File: src/rtl/rot_addr_sequencer.sv
// Address sequencer for one image-rotation job: walks source pixels in raster order and
// emits {read, write} byte-address commands to the DMA master over valid/ready.
module rot_addr_sequencer #(
    parameter int AW        = 32,
    parameter int DIM_W     = 12,
    parameter int PIX_SHIFT = 2
) (
    input  logic             I_HCLK,
    input  logic             I_HRESET,
    input  logic             I_START,
    input  logic             I_ABORT,
    input  logic [1:0]       I_MODE,
    input  logic [AW-1:0]    I_SRC_ADDR,
    input  logic [AW-1:0]    I_DST_ADDR,
    input  logic [DIM_W-1:0] I_WIDTH,
    input  logic [DIM_W-1:0] I_HEIGHT,
    output logic             O_CMD_VALID,
    input  logic             I_CMD_READY,
    output logic [AW-1:0]    O_CMD_RADDR,
    output logic [AW-1:0]    O_CMD_WADDR,
    output logic             O_CMD_LAST,
    output logic             O_BUSY,
    output logic             O_DONE,
    output logic             O_ERR
);

    typedef enum logic [1:0] {
        S_IDLE = 2'd0,
        S_LOAD = 2'd1,
        S_RUN  = 2'd2,
        S_DONE = 2'd3
    } state_e;

    typedef enum logic [1:0] {
        MODE_COPY  = 2'd0,
        MODE_CW90  = 2'd1,
        MODE_R180  = 2'd2,
        MODE_CW270 = 2'd3
    } mode_e;

    localparam logic [DIM_W-1:0] DIM_ZERO  = {DIM_W{1'b0}};
    localparam logic [DIM_W-1:0] DIM_ONE   = DIM_W'(1);
    localparam logic [AW-1:0]    ADDR_ZERO = {AW{1'b0}};
    localparam logic [AW-1:0]    ADDR_ONE  = AW'(1);
    localparam logic [AW-1:0]    PIX_BYTES = ADDR_ONE << PIX_SHIFT;

    // One-time setup product for the first destination offset; the per-pixel walk never multiplies.
    function automatic logic [AW-1:0] dim_mul(input logic [DIM_W-1:0] a, input logic [DIM_W-1:0] b);
        logic [AW-1:0] acc;
        acc = ADDR_ZERO;
        for (int i = 0; i < DIM_W; i++) begin
            if (b[i]) begin
                acc = acc + (AW'(a) << i);
            end else begin
                acc = acc;
            end
        end
        return acc;
    endfunction

    state_e           state_q, state_d;
    mode_e            mode_q, mode_d;
    logic [AW-1:0]    src_q, src_d;
    logic [AW-1:0]    dst_q, dst_d;
    logic [DIM_W-1:0] w_q, w_d;
    logic [DIM_W-1:0] h_q, h_d;
    logic [DIM_W-1:0] x_q, x_d;
    logic [DIM_W-1:0] y_q, y_d;
    logic [AW-1:0]    raddr_q, raddr_d;
    logic [AW-1:0]    waddr_q, waddr_d;
    logic [AW-1:0]    wrow_q, wrow_d;
    logic             valid_q, valid_d;
    logic             last_q, last_d;
    logic             busy_q, busy_d;
    logic             done_q, done_d;
    logic             err_q, err_d;

    logic [DIM_W-1:0] w_m1_s;
    logic [DIM_W-1:0] h_m1_s;
    logic [AW-1:0]    w_bytes_s;
    logic [AW-1:0]    h_bytes_s;
    logic [AW-1:0]    step_x_s;
    logic [AW-1:0]    step_y_s;
    logic [AW-1:0]    first_idx_s;
    logic             zero_dim_s;

    // Per-mode address steps: step_x moves along a source row, step_y moves between row starts.
    always_comb begin
        w_m1_s      = w_q - DIM_ONE;
        h_m1_s      = h_q - DIM_ONE;
        w_bytes_s   = AW'(w_q) << PIX_SHIFT;
        h_bytes_s   = AW'(h_q) << PIX_SHIFT;
        zero_dim_s  = (w_q == DIM_ZERO) || (h_q == DIM_ZERO);
        step_x_s    = PIX_BYTES;
        step_y_s    = w_bytes_s;
        first_idx_s = ADDR_ZERO;
        case (mode_q)
            MODE_COPY: begin
                step_x_s    = PIX_BYTES;
                step_y_s    = w_bytes_s;
                first_idx_s = ADDR_ZERO;
            end
            MODE_CW90: begin
                step_x_s    = h_bytes_s;
                step_y_s    = ADDR_ZERO - PIX_BYTES;
                first_idx_s = AW'(h_m1_s);
            end
            MODE_R180: begin
                step_x_s    = ADDR_ZERO - PIX_BYTES;
                step_y_s    = ADDR_ZERO - w_bytes_s;
                first_idx_s = dim_mul(w_q, h_q) - ADDR_ONE;
            end
            MODE_CW270: begin
                step_x_s    = ADDR_ZERO - h_bytes_s;
                step_y_s    = PIX_BYTES;
                first_idx_s = dim_mul(w_m1_s, h_q);
            end
            default: begin
                step_x_s    = PIX_BYTES;
                step_y_s    = w_bytes_s;
                first_idx_s = ADDR_ZERO;
            end
        endcase
    end

    // Next-state and next-output logic; abort outranks everything once a job has left IDLE.
    always_comb begin
        state_d = state_q;
        mode_d  = mode_q;
        src_d   = src_q;
        dst_d   = dst_q;
        w_d     = w_q;
        h_d     = h_q;
        x_d     = x_q;
        y_d     = y_q;
        raddr_d = raddr_q;
        waddr_d = waddr_q;
        wrow_d  = wrow_q;
        valid_d = valid_q;
        last_d  = last_q;
        busy_d  = busy_q;
        done_d  = 1'b0;
        err_d   = 1'b0;
        if (I_ABORT && (state_q != S_IDLE)) begin
            state_d = S_IDLE;
            valid_d = 1'b0;
            last_d  = 1'b0;
            busy_d  = 1'b0;
        end else begin
            case (state_q)
                S_IDLE: begin
                    if (I_START && !I_ABORT) begin
                        mode_d  = mode_e'(I_MODE);
                        src_d   = I_SRC_ADDR;
                        dst_d   = I_DST_ADDR;
                        w_d     = I_WIDTH;
                        h_d     = I_HEIGHT;
                        state_d = S_LOAD;
                        busy_d  = 1'b1;
                    end else begin
                        state_d = S_IDLE;
                    end
                end
                S_LOAD: begin
                    x_d     = DIM_ZERO;
                    y_d     = DIM_ZERO;
                    raddr_d = src_q;
                    waddr_d = dst_q + (first_idx_s << PIX_SHIFT);
                    wrow_d  = dst_q + (first_idx_s << PIX_SHIFT);
                    if (zero_dim_s) begin
                        state_d = S_DONE;
                        busy_d  = 1'b0;
                        done_d  = 1'b1;
                        err_d   = 1'b1;
                    end else begin
                        state_d = S_RUN;
                        valid_d = 1'b1;
                        last_d  = (w_m1_s == DIM_ZERO) && (h_m1_s == DIM_ZERO);
                    end
                end
                S_RUN: begin
                    if (valid_q && I_CMD_READY) begin
                        if (last_q) begin
                            state_d = S_DONE;
                            valid_d = 1'b0;
                            last_d  = 1'b0;
                            busy_d  = 1'b0;
                            done_d  = 1'b1;
                        end else begin
                            raddr_d = raddr_q + PIX_BYTES;
                            if (x_q == w_m1_s) begin
                                x_d     = DIM_ZERO;
                                y_d     = y_q + DIM_ONE;
                                wrow_d  = wrow_q + step_y_s;
                                waddr_d = wrow_q + step_y_s;
                            end else begin
                                x_d     = x_q + DIM_ONE;
                                waddr_d = waddr_q + step_x_s;
                            end
                            last_d = (x_d == w_m1_s) && (y_d == h_m1_s);
                        end
                    end else begin
                        state_d = S_RUN;
                    end
                end
                S_DONE: begin
                    state_d = S_IDLE;
                end
                default: begin
                    state_d = S_IDLE;
                    valid_d = 1'b0;
                    last_d  = 1'b0;
                    busy_d  = 1'b0;
                end
            endcase
        end
    end

    // State, latched job config, walk counters and registered outputs.
    always_ff @(posedge I_HCLK) begin
        if (I_HRESET) begin
            state_q <= S_IDLE;
            mode_q  <= MODE_COPY;
            src_q   <= ADDR_ZERO;
            dst_q   <= ADDR_ZERO;
            w_q     <= DIM_ZERO;
            h_q     <= DIM_ZERO;
            x_q     <= DIM_ZERO;
            y_q     <= DIM_ZERO;
            raddr_q <= ADDR_ZERO;
            waddr_q <= ADDR_ZERO;
            wrow_q  <= ADDR_ZERO;
            valid_q <= 1'b0;
            last_q  <= 1'b0;
            busy_q  <= 1'b0;
            done_q  <= 1'b0;
            err_q   <= 1'b0;
        end else begin
            state_q <= state_d;
            mode_q  <= mode_d;
            src_q   <= src_d;
            dst_q   <= dst_d;
            w_q     <= w_d;
            h_q     <= h_d;
            x_q     <= x_d;
            y_q     <= y_d;
            raddr_q <= raddr_d;
            waddr_q <= waddr_d;
            wrow_q  <= wrow_d;
            valid_q <= valid_d;
            last_q  <= last_d;
            busy_q  <= busy_d;
            done_q  <= done_d;
            err_q   <= err_d;
        end
    end

    assign O_CMD_VALID = valid_q;
    assign O_CMD_RADDR = raddr_q;
    assign O_CMD_WADDR = waddr_q;
    assign O_CMD_LAST  = last_q;
    assign O_BUSY      = busy_q;
    assign O_DONE      = done_q;
    assign O_ERR       = err_q;

endmodule

File: config.mk
export PLATFORM = sky130hd
export DESIGN_NAME = rot_addr_sequencer
export DESIGN_NICKNAME = d
export VERILOG_FILES = /design/src/rtl/rot_addr_sequencer.sv
export SDC_FILE = /design/constraint.sdc
export NUM_CORES = 1
export LEC_CHECK = 0
export ABC_AREA = 1
export CORE_UTILIZATION = 35
export CTS_BUF_LIST = sky130_fd_sc_hd__clkbuf_8
export CTS_CLUSTER_DIAMETER = 200
export DETAILED_ROUTE_END_ITERATION = 10
export SKIP_CTS_REPAIR_TIMING = 1
export SYNTH_ARGS = -nofsm -noshare
export SYNTH_HDL_FRONTEND = slang
export SYNTH_SLANG_ARGS = --single-unit
export TNS_END_PERCENT = 20
File: constraint.sdc
create_clock -name I_HCLK -period 15.9 [get_ports I_HCLK]
set_clock_uncertainty 0.2 [all_clocks]
set_input_delay 1.59 -clock I_HCLK [delete_from_list [all_inputs] [get_ports I_HCLK]]
set_output_delay 1.59 -clock I_HCLK [all_outputs]
set_load 0.05 [all_outputs]
==> run summary, run 1 <==
The path class of the tightest hold or removal check is reg2reg. The data required time of the critical path is 16270 ps. The final period demand of the worst path is 15090 ps. The area of the core is 85700 µm². The global-route wire length before repair is 162000 µm. The number of detailed-routing iterations run before antenna repair came out at 5.

Summing all non-filler instances in the final layout gives an area of 36900 µm². The endpoint identified for the worst register-to-register timing path is O_CMD_WADDR[31]. The maximum VDD drop is 0.0735 mV. The number of cells on the worst hold path came out at 2. Setup slack on the worst reg-to-reg path comes out at 810 ps. The analysis attributes to net switching a power of 1.84 mW. The area growth from synthesis to layout came out at 21.4%. The largest total area in the synthesized netlist belongs to sky130_fd_sc_hd__ha_1. Setup violations remaining at the end of the flow were counted as 0. The dominant register cell in the synthesized netlist is sky130_fd_sc_hd__dfxtp_1.

For hold timing, the worst endpoint is src_q[15]. The overall global routing resource usage came out at 22.4%. The number of rows in the core area is 107. The number of register bits inferred by synthesis came out at 217.

Synthesis produced 4940 cells. The share of the clock period used by the worst path is 94.9%. The fraction of final layout cells sized beyond drive strength 1 came out at 13.7%. The count of nets left with antenna violations once routing finished came out at 0.

The logic gate share of total power came out at 64.6%. The detailed-route wire length is 104000 µm. The clock transition at the registers of the reported paths came out at 60 ps. The average instance in the mapped netlist occupies 6.16 µm². The clock passes through at most 3 buffers. The share of the synthesized area in the top cell type is 15.1%. The maximum cell stage delay along the critical path came out at 420 ps. The number of warnings issued by yosys is 0. Counting cells, the worst reg-to-reg path comes to 106. The area enclosed by the die boundary came out at 88100 µm². Entering global routing, the biggest net connects 77 pins.

The horizontal die dimension is 297 µm. The internal cell power is 1.95 mW. The remaining global-route overflow came out at 0.

The pin slew with the least headroom to its limit is 1130 ps. Based on the critical path, the design can be clocked at up to 66.3 MHz. The cell area after placement came out at 33800 µm². After synthesis, the cell types taking the most area are sky130_fd_sc_hd__ha_1 (15%), sky130_fd_sc_hd__dfxtp_1 (14%), sky130_fd_sc_hd__nand2_1 (13%). Setup repair after global routing could not meet its margin everywhere. The buffer type at the clock tree root is sky130_fd_sc_hd__clkbuf_8. At the worst endpoint, the arrival time is 15450 ps.

The share of total power consumed by net switching is 48.6%. The clock network power share is 18.8%. The post-detailed-route DRC marker count came out at 0. The fraction of registers with async set or reset after synthesis came out at 0%.

The final hold violation count came out at 0. The number of slew-limit violations in the final report came out at 0. The number of nets in the synthesized netlist came out at 5427. The number of distinct library cell variants in the gate-level netlist after synthesis came out at 71. The most common cell type on the critical path is sky130_fd_sc_hd__nand2_1. The top fanout value on the critical path is 5.

The number of antenna violations at the first check in global routing came out at 2. The initial utilization of the core area, before any placement, comes to 35.5%. The final net count is 5669. The sequential share of the synthesized area came out at 14.3%.

The post-layout total power came out at 3.79 mW. STA classifies the critical path endpoint as a flop. TritonCTS built the clock tree. Across the run, the number of max-cap violations was 0.

The weighted congestion reported at the end of routability-driven placement is 0.966. The cell leakage power came out at 17.4 nW. The sum of net half-perimeters after detailed placement is 79000 µm. The via density per instance came out at 5.17. The via count of the first global-routing pass is 30800.

The largest individual stage delay along the critical path comes from the cell sky130_fd_sc_hd__fa_2. The TritonCTS buffer count came out at 44. The sequential share of power is 16.6%. Clock tree synthesis found a total of 217 sinks.

The worst setup path is of the reg2reg kind. Detailed routing inserted a total of 32900 vias. Power spread over the standard cell area amounts to 103 nW/µm².

The relative max-transition margin is 24.3%. In this run the most critical hold path is launched from src_q[15]. The clock latency at the later pin of the worst-skew pair is 670 ps.

After the first detailed-routing iteration, the DRC count stood at 1920. From bottom edge to top edge, the die measures 297 µm. The I/O pin count came out at 164. The cell area after synthesis came out at 30400 µm². The H-tree was split into 2 levels.

In this run the tool buffered the top-level ports with 163 buffer cells. Dividing the detail-routed wire length by the instance count gives 16.3 µm. The run finished with clean final reports.

In this run the critical register-to-register path is launched from w_q[1]. The number of enable flip-flop cells after synthesis is 0. STA classifies the critical path startpoint as a flop.
-- power by group through the flow --
| stage | logic (mW) | clock network, mW | registers [mW] |
|---|---|---|---|
| detailed placement | 2.17 | 0 | 0.637 |
| global placement | 2.14 | 0 | 0.637 |
| global route | 2.77 | 0.754 | 0.632 |
| finish | 2.45 | 0.713 | 0.627 |
| floorplan | 1.59 | 0 | 0.684 |
| CTS | 2.18 | 0.734 | 0.626 |
-- stage by stage --
step	hold slack, ps	setup slack [ps]	std cells	setup TNS (ps)	util [%]
floorplan	224	836	4940	0	-
global placement	238	-33.2	6225	-67.3	39.4
detailed placement	243	-238	6225	-1310	39.4
CTS	255	-369	6305	-2830	40.6
global route	272	-262	6361	-2420	43.1
finish	255	812	6361	0	43.1
-- worst max path at each step --
stage | start | endpoint | slack, ps | cells after the start
finish | w_q[1] | O_CMD_WADDR[31] | 810 | 106
global route | w_q[1] | O_CMD_WADDR[30] | -260 | 110
CTS | w_q[3] | O_CMD_WADDR[28] | -370 | 112
detailed placement | w_q[3] | O_CMD_WADDR[28] | -240 | 112
global placement | h_q[0] | O_CMD_WADDR[30] | -30 | 112
floorplan | h_q[0] | O_CMD_WADDR[30] | 840 | 108
-- layer usage --
| layer | track usage (%) | part of all wire [%] |
|---|---|---|
| met4 | 6.41 | 2.8 |
| met5 | 0 | 0.0087 |
| met2 | 38.2 | 46 |
| met1 | 28.9 | 45 |
| met3 | 3.61 | 5.6 |
-- flip-flops by register name, summed over array words and instances, names as in the netlist, 2 cells and up --
register / count
x_q: 12
dst_q: 32
h_q: 12
mode_q: 2
state_q: 2
O_CMD_RADDR: 32
wrow_q: 32
O_CMD_WADDR: 32
y_q: 12
src_q: 32
w_q: 12
-- worst max-delay path, delay by kind of cell, from the launching register on --
kind,cells,cell delay [ps]
buf+inv,14,1330
compound gates,27,3590
simple gates,44,4410
fa+ha+maj,13,3780
xor+xnor,8,1330
flops,1,310
-- cells in the mapped netlist (25+ instances only) --
library cell and instances:
sky130_fd_sc_hd__o211ai_1 25, sky130_fd_sc_hd__o21ai_1 27, sky130_fd_sc_hd__o21bai_1 51, sky130_fd_sc_hd__o21ai_0 440
sky130_fd_sc_hd__fa_1 25, sky130_fd_sc_hd__ha_1 367, sky130_fd_sc_hd__or2_2 50, sky130_fd_sc_hd__dfxtp_1 217
sky130_fd_sc_hd__xor2_1 150, sky130_fd_sc_hd__inv_1 598, sky130_fd_sc_hd__a21oi_1 460, sky130_fd_sc_hd__nor3_1 55
sky130_fd_sc_hd__a31oi_1 61, sky130_fd_sc_hd__xnor2_1 70, sky130_fd_sc_hd__clkbuf_1 107, sky130_fd_sc_hd__and2_1 29
sky130_fd_sc_hd__nand4_1 43, sky130_fd_sc_hd__nor2_1 471, sky130_fd_sc_hd__nand3_1 324, sky130_fd_sc_hd__nand2_1 1057
-- cells by family after synthesis --
group           synth area share [%]
simple gates                    29.9
compound gates                  22.1
buf+inv                         10.3
fa+ha+maj                       16.7
xor+xnor                        6.62
flops                           14.3
-- final cells by class --
type	count	area, µm²
fillers	9088	48700
multi-input cells	3935	24600
flip-flops and latches	217	4350
repair buffers	357	3120
inverters	627	2360
well taps	1144	1430
clock buffers	54	743
clock inverters	26	304
diodes	1	2.50
-- cells in the final DEF (no fill, tap or decap), types with 54 or more instances in the layout --
cell type,count
sky130_fd_sc_hd__ha_4,63
sky130_fd_sc_hd__nand2_1,1039
sky130_fd_sc_hd__buf_4,188
sky130_fd_sc_hd__dfxtp_1,214
sky130_fd_sc_hd__o21ai_0,355
sky130_fd_sc_hd__clkbuf_8,54
sky130_fd_sc_hd__o21ai_1,80
sky130_fd_sc_hd__xor2_1,147
sky130_fd_sc_hd__nand3_1,311
sky130_fd_sc_hd__a21oi_1,418
sky130_fd_sc_hd__xnor2_1,67
sky130_fd_sc_hd__ha_1,299
sky130_fd_sc_hd__inv_1,590
sky130_fd_sc_hd__clkdlybuf4s50_1,162
sky130_fd_sc_hd__nor2_1,435
Power figures use the tool's default switching activity.
==> run 2: changes to the inputs <==
==> constraint.sdc (replaced) <==
create_clock -name I_HCLK -period 16.6 [get_ports I_HCLK]
set_clock_uncertainty 0.2 [all_clocks]
set_input_delay 1.66 -clock I_HCLK [delete_from_list [all_inputs] [get_ports I_HCLK]]
set_output_delay 1.66 -clock I_HCLK [all_outputs]
set_load 0.05 [all_outputs]
==> run summary, run 2 (synthesis gave the netlist of run 1 again) <==
In this run the top signal layer used is met4. The horizontal die dimension was 297 µm (unchanged). The share of the clock period used by the worst path is 92.3% (-2.5 points).

In this run the worst hold path is classified as reg2reg. The fraction of final layout cells sized beyond drive strength 1 is 9.65% (-4.1 points). The I/O pin count came out at 164 (unchanged). The pin count of the biggest net entering global routing is 76 (-1.3%). The critical path in this run is classified as reg2reg.

The floorplan die height came out at 297 µm (unchanged). The routed length per instance is 16.4 µm (+0.52%). By instance count, the cell type seen most on the critical path is sky130_fd_sc_hd__nand2_1. The area of the core is 85700 µm² (unchanged).

The via density per instance is 5.21 (+0.78%). The number of antenna violations at the first check in global routing came out at 2 (unchanged). The leading cell type in the layout, fill and taps excluded is sky130_fd_sc_hd__nand2_1. The relative max-transition margin is 21.8% (-2.5 points).

The cell leakage power is 16.9 nW (-3.3%). The final period demand of the worst path is 15330 ps (+242 ps). The slowest stage of the critical path is the sky130_fd_sc_hd__ha_1 cell.

The via count of the first global-routing pass is 31300 (+1.6%). The pin slew with the least headroom to its limit came to 1170 ps (+36.7 ps). The final-report setup violation count came out at 0 (unchanged).

The startpoint class of the critical path is a flop. The global-route wire length before repair was 164000 µm (+1.1%). The TritonCTS buffer count is 45 (+2.3%). Clock tree synthesis selected as its root buffer the cell sky130_fd_sc_hd__clkbuf_8.

The maximum cell stage delay along the critical path came to 390 ps (-30 ps). The wire length on met2 is 46700 µm (-2.6%). The number of nets with antenna violations after detailed routing is 0 (unchanged). The max-capacitance violation count came out at 0 (unchanged). The worst endpoint data arrival time came out at 15710 ps (+260 ps). The number of H-tree levels is 2 (unchanged).

The count of placed standard cells in the final layout, fillers left out is 6265 (-1.5%). The overall global routing resource usage is 22.7% (+0.26 points). The power density of the placed cells came out at 95.6 nW/µm² (-6.8%). The top fanout value on the critical path came to 5 (unchanged). The clock latency at the later pin of the worst-skew pair came to 660 ps (about the same). The sum of net half-perimeters after detailed placement came to 79200 µm (+0.26%). The peak clock frequency supported by timing came out at 65.2 MHz (-1.6%).

The via count is 32600 (-0.74%). TritonCTS built the clock tree. The count of buffers inserted at the top-level ports came out at 163 (unchanged). The post-detailed-route DRC marker count is 0 (unchanged). The clock transition at the registers of the reported paths came to 60 ps (about the same). The remaining global-route overflow is 0 (unchanged).

The run finished with clean final reports. The number of cells after detailed placement came out at 6158 (-1.1%). The final net count was 5573 (-1.7%). The number of rows in the core area is 107 (unchanged).

The area used by sequential logic in the layout came out at 4350 µm² (about the same). The starting density of the core was 35.5% (unchanged). Compared with the post-synthesis result, the final layout area differs by 16.0%. The number of detailed-routing iterations run before antenna repair came out at 6 (+1). The smallest hold slack is 250 ps (-4.53 ps).

The number of violations reported at the end of detailed-routing iteration 0 came to 2092 (+9.0%). The final hold violation count came out at 0 (unchanged). The detailed route wirelength on metal3 is 6000 µm (+3.5%). The multi-input combinational cell area came out at 23800 µm² (-3.2%).

The final sum of negative setup slack is 0 ps (unchanged). The weighted congestion reported at the end of routability-driven placement came out at 0.918 (-5.0%). The number of clock sinks seen by CTS is 217 (unchanged). The worst setup path is captured at a flop. The detailed-route wire length is 103000 µm (-1.0%). The data required time of the critical path was 16980 ps (+710 ps). The filler cell count is 9377 (+3.2%). The post-layout total power is 3.38 mW (-11%). Leaving out fill and tap cells, the most frequent cells in the layout are sky130_fd_sc_hd__nand2_1 (1046), sky130_fd_sc_hd__inv_1 (600), sky130_fd_sc_hd__nor2_1 (456).

The number of slew-limit violations in the final report is 0 (unchanged). The maximum VDD drop is 0.0839 mV (+14%). The buffer levels on the longest clock path came to 3 (unchanged).

The area enclosed by the die boundary is 88100 µm² (unchanged). The total routed wire length on the met1 layer came out at 46000 µm (-1.9%).
-- run 2: cell count changes in the layout (fill, tap and decap cells not counted), sizes merged --
cell | before | now
clkinvlp | 2 | 3
clkinv | 19 | 17
buf | 195 | 98
bufinv | 6 | 0
clkbuf | 54 | 60
inv | 626 | 628
-- run 2: cell type report --
type | count | area share [%]
antenna | 1 | 0.00708
clock buffer | 60 | 2.34
clock inverter | 21 | 0.354
inverter | 627 | 6.67
multi-input combinational | 3935 | 67.5
sequential | 217 | 12.3
tap | 1144 | 4.05
timing repair buffer | 260 | 6.79
-- run 2: stage by stage --
stage | cell area, µm² | utilization (%) | setup WS, ps
2_1_floorplan | 30400 | - | 1540
3_3_place_gp | 33300 | 38.8 | 297
3_5_place_dp | 33300 | 38.8 | 233
4_1_cts | 34200 | 39.9 | 164
5_1_grt | 35300 | 41.2 | -193
6_report | 35300 | 41.2 | 1270
-- run 2: report_power, final --
group,internal [mW],switching [mW]
clock,0.326,0.289
combinational,0.798,1.36
sequential,0.564,0.0377
-- run 2: final timing paths --
path         cells after the start      start  slack (ps)              end
max                            107     w_q[1]        1270  O_CMD_WADDR[30]
max reg2reg                    107     w_q[1]        1270  O_CMD_WADDR[30]
min                              2  wrow_q[0]         250        wrow_q[0]
min reg2reg                      2  wrow_q[0]         250        wrow_q[0]
-- run 2: layer usage --
metal | GRT usage [%] | vias up
met1 | 28.6 | 14800
met3 | 3.42 | 188
met4 | 8.54 | 0
li1 | - | 16800
met2 | 38.7 | 799
met5 | 0 | -
-- run 2: critical path: cells and delay by family, from the launching register on --
kind	cells	cell delay [ps]
and+or+nand+nor	55	5790
AOI/OAI and AO/OA	29	4240
adders and majority gates	13	3820
xor gates and xnor gates	4	530
buffers and inverters	6	340
DFF	1	330
